--- src/rtl/ppu_fb_writer.sv ---
`timescale 1ns/1ps
// ppu_fb_writer: maps PPU colour indices through BGP, packs 4 px/byte and
// streams {addr,byte} into a double-buffered framebuffer through a small FIFO.
module ppu_fb_writer #(
  parameter int FIFO_DEPTH = 4,
  parameter int LINE_PX    = 160,
  parameter int LINES      = 144
) (
  input  logic        clk,
  input  logic        rst,
  input  logic [1:0]  PX_IN,
  input  logic        PX_valid,
  input  logic [1:0]  PPU_MODE,
  input  logic [7:0]  BGP,
  input  logic        ERR_CLR,
  output logic [13:0] FB_ADDR,
  output logic [7:0]  FB_DATA,
  output logic        FB_WR,
  input  logic        FB_READY,
  output logic        DISP_BANK,
  output logic        FRAME_DONE,
  output logic        OVF,
  output logic        LINE_ERR
);

  localparam int AW = (FIFO_DEPTH > 1) ? $clog2(FIFO_DEPTH) : 1;
  localparam int CW = AW + 1;
  localparam logic [CW-1:0] FULL_CNT  = CW'(FIFO_DEPTH);
  localparam logic [7:0]    LPX       = 8'(LINE_PX);
  localparam logic [7:0]    LAST_LINE = 8'(LINES - 1);
  localparam logic [13:0]   BANK_SZ   = 14'((LINE_PX / 4) * LINES);

  typedef enum logic [1:0] {S_WAIT, S_ACTIVE, S_LEND, S_FEND} state_t;

  typedef struct packed {
    logic [13:0] addr;
    logic [7:0]  data;
  } fb_wr_t;

  state_t        r_state;
  logic [7:0]    r_px_x;
  logic [7:0]    r_line;
  logic [7:0]    r_pack;
  logic [1:0]    r_pcnt;
  logic          r_wbank;
  logic          r_disp;
  logic          r_fdone;
  logic          r_ovf;
  logic          r_lerr;
  logic          r_stg_vld;
  fb_wr_t        r_stg;

  fb_wr_t        r_mem [FIFO_DEPTH];
  logic [AW-1:0] r_wp;
  logic [AW-1:0] r_rp;
  logic [CW-1:0] r_cnt;

  logic [1:0]    w_shade;
  logic [7:0]    w_pack_nxt;
  logic          w_px_take;
  logic [13:0]   w_line14;
  logic [13:0]   w_base;
  logic [13:0]   w_addr;
  logic [2:0]    w_pad_sh;
  logic          w_full;
  logic          w_pop;
  logic          w_push_ok;
  logic          w_ovf_set;
  logic          w_lerr_set;
  logic          w_frame_fin;

  always_comb begin
    w_shade    = BGP[{PX_IN, 1'b0} +: 2];
    w_pack_nxt = {r_pack[5:0], w_shade};
    w_px_take  = (r_state == S_ACTIVE) && PX_valid && (r_px_x < LPX);
    // line*40 as two shifts; bank offset is one full frame of bytes
    w_line14   = 14'(r_line);
    w_base     = (w_line14 << 5) + (w_line14 << 3) + (r_wbank ? BANK_SZ : 14'd0);
    w_addr     = w_base + 14'(r_px_x[7:2]);
    // partial byte: shift the 1-3 collected shades up to the MSBs
    w_pad_sh   = {2'(~r_pcnt + 2'd1), 1'b0};
    w_full     = (r_cnt == FULL_CNT);
    w_pop      = (r_cnt != '0) && FB_READY;
    w_push_ok  = r_stg_vld && !w_full;
    w_ovf_set  = r_stg_vld && w_full;
    w_lerr_set = ((r_state == S_LEND) && (r_px_x != LPX)) ||
                 ((r_state == S_WAIT) && (PPU_MODE == 2'd1) && (r_line != 8'd0));
    w_frame_fin = !r_stg_vld && ((r_cnt == '0) || ((r_cnt == CW'(1)) && w_pop));
  end

  always_ff @(posedge clk or negedge rst) begin
    if (!rst) begin
      r_state   <= S_WAIT;
      r_px_x    <= '0;
      r_line    <= '0;
      r_pack    <= '0;
      r_pcnt    <= '0;
      r_wbank   <= 1'b0;
      r_disp    <= 1'b1;
      r_fdone   <= 1'b0;
      r_ovf     <= 1'b0;
      r_lerr    <= 1'b0;
      r_stg_vld <= 1'b0;
      r_stg     <= '0;
    end else begin
      r_stg_vld <= 1'b0;
      r_fdone   <= 1'b0;
      r_ovf     <= w_ovf_set  | (r_ovf  & ~ERR_CLR);
      r_lerr    <= w_lerr_set | (r_lerr & ~ERR_CLR);
      case (r_state)
        S_WAIT: begin
          if (PPU_MODE == 2'd3)
            r_state <= S_ACTIVE;
          else if (PPU_MODE == 2'd1 && r_line != 8'd0)
            r_line <= '0;
        end
        S_ACTIVE: begin
          if (w_px_take) begin
            r_pack <= w_pack_nxt;
            r_px_x <= r_px_x + 8'd1;
            r_pcnt <= r_pcnt + 2'd1;
            if (r_pcnt == 2'd3) begin
              r_stg_vld  <= 1'b1;
              r_stg.addr <= w_addr;
              r_stg.data <= w_pack_nxt;
            end
          end
          if (PPU_MODE != 2'd3)
            r_state <= S_LEND;
        end
        S_LEND: begin
          if (r_pcnt != 2'd0) begin
            r_stg_vld  <= 1'b1;
            r_stg.addr <= w_addr;
            r_stg.data <= r_pack << w_pad_sh;
          end
          r_px_x <= '0;
          r_pcnt <= '0;
          r_pack <= '0;
          if (r_line == LAST_LINE) begin
            r_state <= S_FEND;
          end else begin
            r_line  <= r_line + 8'd1;
            r_state <= S_WAIT;
          end
        end
        S_FEND: begin
          if (w_frame_fin) begin
            r_fdone <= 1'b1;
            r_wbank <= ~r_wbank;
            r_disp  <= ~r_disp;
            r_line  <= '0;
            r_state <= S_WAIT;
          end
        end
        default: r_state <= S_WAIT;
      endcase
    end
  end

  // write FIFO; a full FIFO drops the staged byte, counters keep moving
  always_ff @(posedge clk or negedge rst) begin
    if (!rst) begin
      r_wp  <= '0;
      r_rp  <= '0;
      r_cnt <= '0;
      for (int i = 0; i < FIFO_DEPTH; i++) r_mem[i] <= '0;
    end else begin
      if (w_push_ok) begin
        r_mem[r_wp] <= r_stg;
        r_wp        <= r_wp + AW'(1);
      end
      if (w_pop) r_rp <= r_rp + AW'(1);
      case ({w_push_ok, w_pop})
        2'b10:   r_cnt <= r_cnt + CW'(1);
        2'b01:   r_cnt <= r_cnt - CW'(1);
        default: r_cnt <= r_cnt;
      endcase
    end
  end

  assign FB_WR      = (r_cnt != '0);
  assign FB_ADDR    = r_mem[r_rp].addr;
  assign FB_DATA    = r_mem[r_rp].data;
  assign DISP_BANK  = r_disp;
  assign FRAME_DONE = r_fdone;
  assign OVF        = r_ovf;
  assign LINE_ERR   = r_lerr;

endmodule

--- config.mk ---
export PLATFORM = sky130hd
export DESIGN_NAME = ppu_fb_writer
export DESIGN_NICKNAME = d
export VERILOG_FILES = /design/src/rtl/ppu_fb_writer.sv
export SDC_FILE = /design/constraint.sdc
export NUM_CORES = 1
export LEC_CHECK = 0
export CAP_MARGIN = 0
export CELL_PAD_IN_SITES_DETAIL_PLACEMENT = 1
export CELL_PAD_IN_SITES_GLOBAL_PLACEMENT = 2
export CORE_MARGIN = 2
export CORE_UTILIZATION = 42
export DETAILED_ROUTE_END_ITERATION = 16
export GPL_TIMING_DRIVEN = 0
export PLACE_DENSITY = 0.76
export SLEW_MARGIN = 20
export SYNTH_ARGS = -nofsm -noshare
export SYNTH_HDL_FRONTEND = slang
export SYNTH_SLANG_ARGS = --single-unit
--- constraint.sdc ---
create_clock -name clk -period 2.55 [get_ports clk]
set_input_delay 0.255 -clock clk [delete_from_list [all_inputs] [get_ports clk]]
set_output_delay 0.255 -clock clk [all_outputs]
set_load 0.1 [all_outputs]
Yosys cells after proc, flatten, opt, wreduce, memory -nomap -nowiden --
Cells that the tools add are included.
Cells by class: $add $sub $neg 11, order comparisons 4, equal/unequal tests 22, shift-type cells 2, multiplexer cells 34, bitwise operators 10, reduce and logical (&&, ||, !) cells 29
Operator list (count):
- two-way mux 22 bit | 6
- bitwise mux 88 bit | 1
- two-way mux 8 bit | 6
- binary-select mux 22 bit (select 2 bit) | 1
- demux 22 bit (select 2 bit) | 1
- case mux 22 bit (2 select lines) | 1
- case mux 8 bit (2 select lines) | 2
- case mux 8 bit (3 select lines) | 1
- adder 8 x 1 -> 8 bit (second input constant) | 2
- adder 13 x 11 -> 14 bit | 1
- adder 14 x 13 -> 14 bit | 1
- adder 14 x 6 -> 14 bit | 1
- two-way mux 13 bit | 1
- logical AND 1 bit | 12
- == test 2 bit (second input constant) | 5
- two-way mux 2 bit | 5
- inequality test 2 x 1 -> 1 bit (second input constant) | 5
- inequality test 2 bit (second input constant) | 5
- adder 2 x 1 -> 2 bit (second input constant) | 4
- == test 8 bit (second input constant) | 1
- < comparator 8 bit (second input constant) | 1
- inequality test 8 bit (second input constant) | 1
- case mux 2 bit (4 select lines) | 1
- nonzero test 8 bit | 1
- other kinds (28) | 46
Storage, ports and cells: bits in registers 151, input bits 17, output and inout port bits 27, word-level logic and storage cells 136

Logic depth before layout (Yosys ltp) --
Gate-level depths: netlist of the first run.
depth after elaboration 7, mapped depth 9, gate-level depth less buffers 9

Worst setup path after synthesis of the first run --
OpenSTA, ideal clock, no wires.
path type reg2reg, start point register r_cnt[0], end point register r_cnt[2], setup time 0.079 ns, arrival 2.304 ns, required time 2.471 ns, slack 0.166 ns, cell stages (with the launch flop) 8, path buffers 0, period minus slack after synthesis 2.384 ns, path through dfrtp_1 -> inv_1 -> ha_1 -> nand2b_1 -> and2_1 -> ha_1 -> nor2_1 -> xor2_1
Between the ends: elaborated cells between the ends (all ways) 11, those cells by class 2 x add/sub; 3 x eq/ne; 1 x mux; 5 x reduce/logical
RTL lines:
- start, declared | line 56 | logic [CW-1:0] r_cnt;
- start signal, assigned | line 175 | 2'b10: r_cnt <= r_cnt + CW'(1);
- start signal, assigned | line 176 | 2'b01: r_cnt <= r_cnt - CW'(1);
- start signal, assigned | line 177 | default: r_cnt <= r_cnt;
- nonzero test 3 bit *
- via FB_WR | line 18 | output logic FB_WR,
- logical AND 1 bit * | line 83 | w_pop = (r_cnt != '0) && FB_READY;
- via w_pop | line 66 | logic w_pop;
- == test 2 x 1 -> 1 bit / == test 2 bit (equally long branches) | line 174 | case ({w_push_ok, w_pop})
- case mux 3 bit (2 select lines) / nonzero test 2 bit (equally long branches)
Mark *: on every way through the listed nets, which the timed path passes. The rest lies on a longest branch. A chain may end at the register's enable or synchronous reset.

Final worst setup path of the first run --
start point register r_rp[0], end point output FB_ADDR[11]
Between the ends: word-level cells in the longest chain between the ends 4
RTL lines:
- start, declared | line 55 | logic [AW-1:0] r_rp;
- start signal, assigned | line 173 | if (w_pop) r_rp <= r_rp + AW'(1);
- NOT 2 -> 3 bit (implied by the code) | line 183 | assign FB_ADDR = r_mem[r_rp].addr;
- binary-select mux 22 bit (select 2 bit) | line 183
- two-way mux 22 bit (2 in a row)
- end, declared | line 16 | output logic [13:0] FB_ADDR,
No other way between the ends. The select of a mux whose other input is x is not followed.

==> results of run 1 <==
## registers in the layout, indices dropped and copies added (netlist names), 3 cells and up
register and count:
r_px_x 8, r_line 8, r_mem 88, r_stg 22, r_cnt 3, r_pack 8
## metal layers
metal  wire length (um)  vias up
li1                   -     2281
met1               8190     2578
met2               8830       70
met3                541       19
met4                229        0
met5                  0        -
## kinds of logic (layout without fill, tap and decap cells)
family,count (synthesis),in the layout,synth area share
fa+ha+maj,37,37,0.0666
simple gates,114,114,0.0729
xor+xnor,15,15,0.0175
compound gates,103,103,0.0949
flops,151,151,0.503
buf+inv,61,136,0.0321
mux,119,119,0.213
## through the flow
stage / setup TNS (ns) / util / cell area, um^2 / worst slack, ns / power [mW]
floorplan: 0 / - / 7520 / 0.166 / 6.68
global placement: -730.60 / 0.473 / 8230 / -4.81 / 7.70
detailed placement: -10.11 / 0.474 / 8260 / -0.493 / 7.89
CTS: -0.0234 / 0.508 / 8840 / -0.0234 / 10.3
global route: -0.0841 / 0.505 / 8790 / -0.0570 / 10.7
finish: 0 / 0.505 / 8790 / 0.129 / 10.1
## repair_timing
action | CTS | global route
pin swaps | 0 | 4
hold endpoints to repair | 49 | 0
resized for setup | 75 | 44
setup buffers | 0 | 1
hold buffers | 1 | 0
endpoints found under the setup margin | 100 | 52
## placed cells by master (no fill, tap or decap), types with 9 or more instances in the layout
master	instances
dfrtp_1	143
mux2_2	90
nand2_1	50
inv_1	37
ha_1	31
o21ai_0	25
mux4_2	24
buf_2	20
clkdlybuf4s50_1	19
nor2_1	17
clkbuf_16	17
a22o_1	15
a21oi_1	10
o21ai_1	9
## cell type report
| type | instances | share of cell area |
|---|---|---|
| timing repair buffer | 46 | 0.0447 |
| clock buffer | 19 | 0.0492 |
| inverter | 38 | 0.0166 |
| buffer | 22 | 0.0120 |
| multi-input combinational | 388 | 0.403 |
| clock inverter | 11 | 0.0118 |
| sequential | 151 | 0.431 |
| tap | 225 | 0.0320 |
## path summary, 6_finish.rpt
path / end / from / slack [ns] / cells past startpoint
setup / recovery: FB_ADDR[11] / r_rp[0] / 0.13 / 3
hold / removal: r_line[6] / rst / 0.32 / 2
hold reg to reg: DISP_BANK / DISP_BANK / 0.49 / 1
setup reg to reg: r_stg[20] / r_line[4] / 0.14 / 8
min in group clk: DISP_BANK / DISP_BANK / 0.49 / 1
max in group asynchronous: r_rp[0] / rst / 1.40 / 3
## report_power, final
group	internal, mW	switching, mW
clock network	1.33	1.01
registers	3.06	0.636
logic	1.45	2.60
total	5.85	4.25
## worst reg2reg max path, cell delays in order (launching register included)
cell and delay, ns:
dfrtp_2 0.43, inv_1 0.11, fa_1 0.54, inv_1 0.04, ha_1 0.25, a211o_1 0.35, o32ai_2 0.28, xor2_1 0.19
o21ai_1 0.08
==> metrics, run 1 <==
htree depth=4; FFs w/ async S/R, synth=1.00; number of clock sinks=151; Sequential Area=between 3000 and 4000 um^2; Layout Skew=0.00919 ns; Clock transition at path regs=about 0.06 ns; Setup Viol. Count Final=0; cell breakdown of the critical path=buf_4, mux4_2, clkdlybuf4s15_2; Initial Util=0.432; CTS tree=done; Detail Route Antenna Nets=0; GRT Overall Usage=0.208; outcome=finished clean; met3 Use GR=0.0438; Synth cell types=58; row count=48; Area Overhead vs Synth=17.0%; DRC errors left=0; synth top area cells=dfrtp_1 50%, mux2_2 13%, mux4_2 7.2%, ha_1 5.3%, nand2_1 2.5%; TritonCTS buffer count=17; Leakage=around 4.2 nW; initial antenna violation count=0; syn_nets=654; Slowest cell on crit path=mux4_2; Power Dens Cells=around 1100 nW/um^2; Hold Fails Final Rpt=0; placed insts=between 800 and 900; ys flop type=dfrtp_1; Worst Path Arrival=approximately 2.2 ns; RSZ-0062 raised after global routing=true; Chip Width=about 140 um; vias in the first global route=5510; Startpoint Class=flop; Final nets=around 700; Pre-antenna DRT Iters=4; synthesized area=between 7000 and 8000 um^2; Mapped Cells=600; Vias=between 4000 and 5000; share of the synthesized area in the top cell type=0.499; met1 GRT Util=0.271; HPWL after DPL=around 12 mm; CP peak stage delay=0.51 ns; EDFF count, synth=0; # IOs=44; die area=~19000 um^2; most frequent cell after synthesis=dfrtp_1; worst IR drop on VDD=between 0.0007 and 0.0008 V; routability cong.=0.784; Max Fanout on Critical Path=10; fillcell total=between 1500 and 2000; non-filler cells, final=900; mean post-synth cell area=12.5 um^2; chip height=138 um; global-route layer with the greatest usage=met2; Ys Warns=0; share of cells above drive strength 1=0.286; vias per inst=around 5.5; Synth top cells by count=150 x dfrtp_1, 90 x mux2_2, 50 x nand2_1; WL per Instance=a little under 20 um; Core Area=between 15000 and 20000 um^2; area of the multi-input gates=3540 um^2; Tmin final=2.42 ns; measured slew at the worst slew-check pin=about 0.97 ns; GRT overflow=0; Clock Latency Late Sink=~0.43 ns; Critical path buffers and inverters=2; Tcrit/Tclk final=0.950; max-slew violations=0; met2 track demand over resource=0.351; CP Class=flop to output port; largest area contributor in the netlist=dfrtp_1; # port buffers=43; 1st-iter DRT viols=between 150 and 200; Antenna diodes=0; post-synthesis sequential area ratio=0.503; Slew HR=0.354; Crit path required time=roughly 2.3 ns; Worst setup EP type=output port; Yosys reg bits=151; Worst path top cell family by delay=buffers and inverters; HP Class=primary input to asynchronous set/reset pin; Max Clk Rate=a little over 400 MHz; Hold WS=between 0.3 and 0.4 ns; Max Cap Viol=0; clock tree buffer depth=2; routed wire length=roughly 18 mm; first-pass GRT wire length=between 20 and 30 mm; root buf cell=clkbuf_16; largest net degree at the start of global routing=roughly 100
Note: power is estimated with default switching activity, not from simulation.
==> run 2: changes to the inputs <==
Settings changed: ABC_CLOCK_PERIOD_IN_PS from default to 2550.
==> results of run 2 <==
No change in the layout: final DEF, timing and power equal those of run 1.
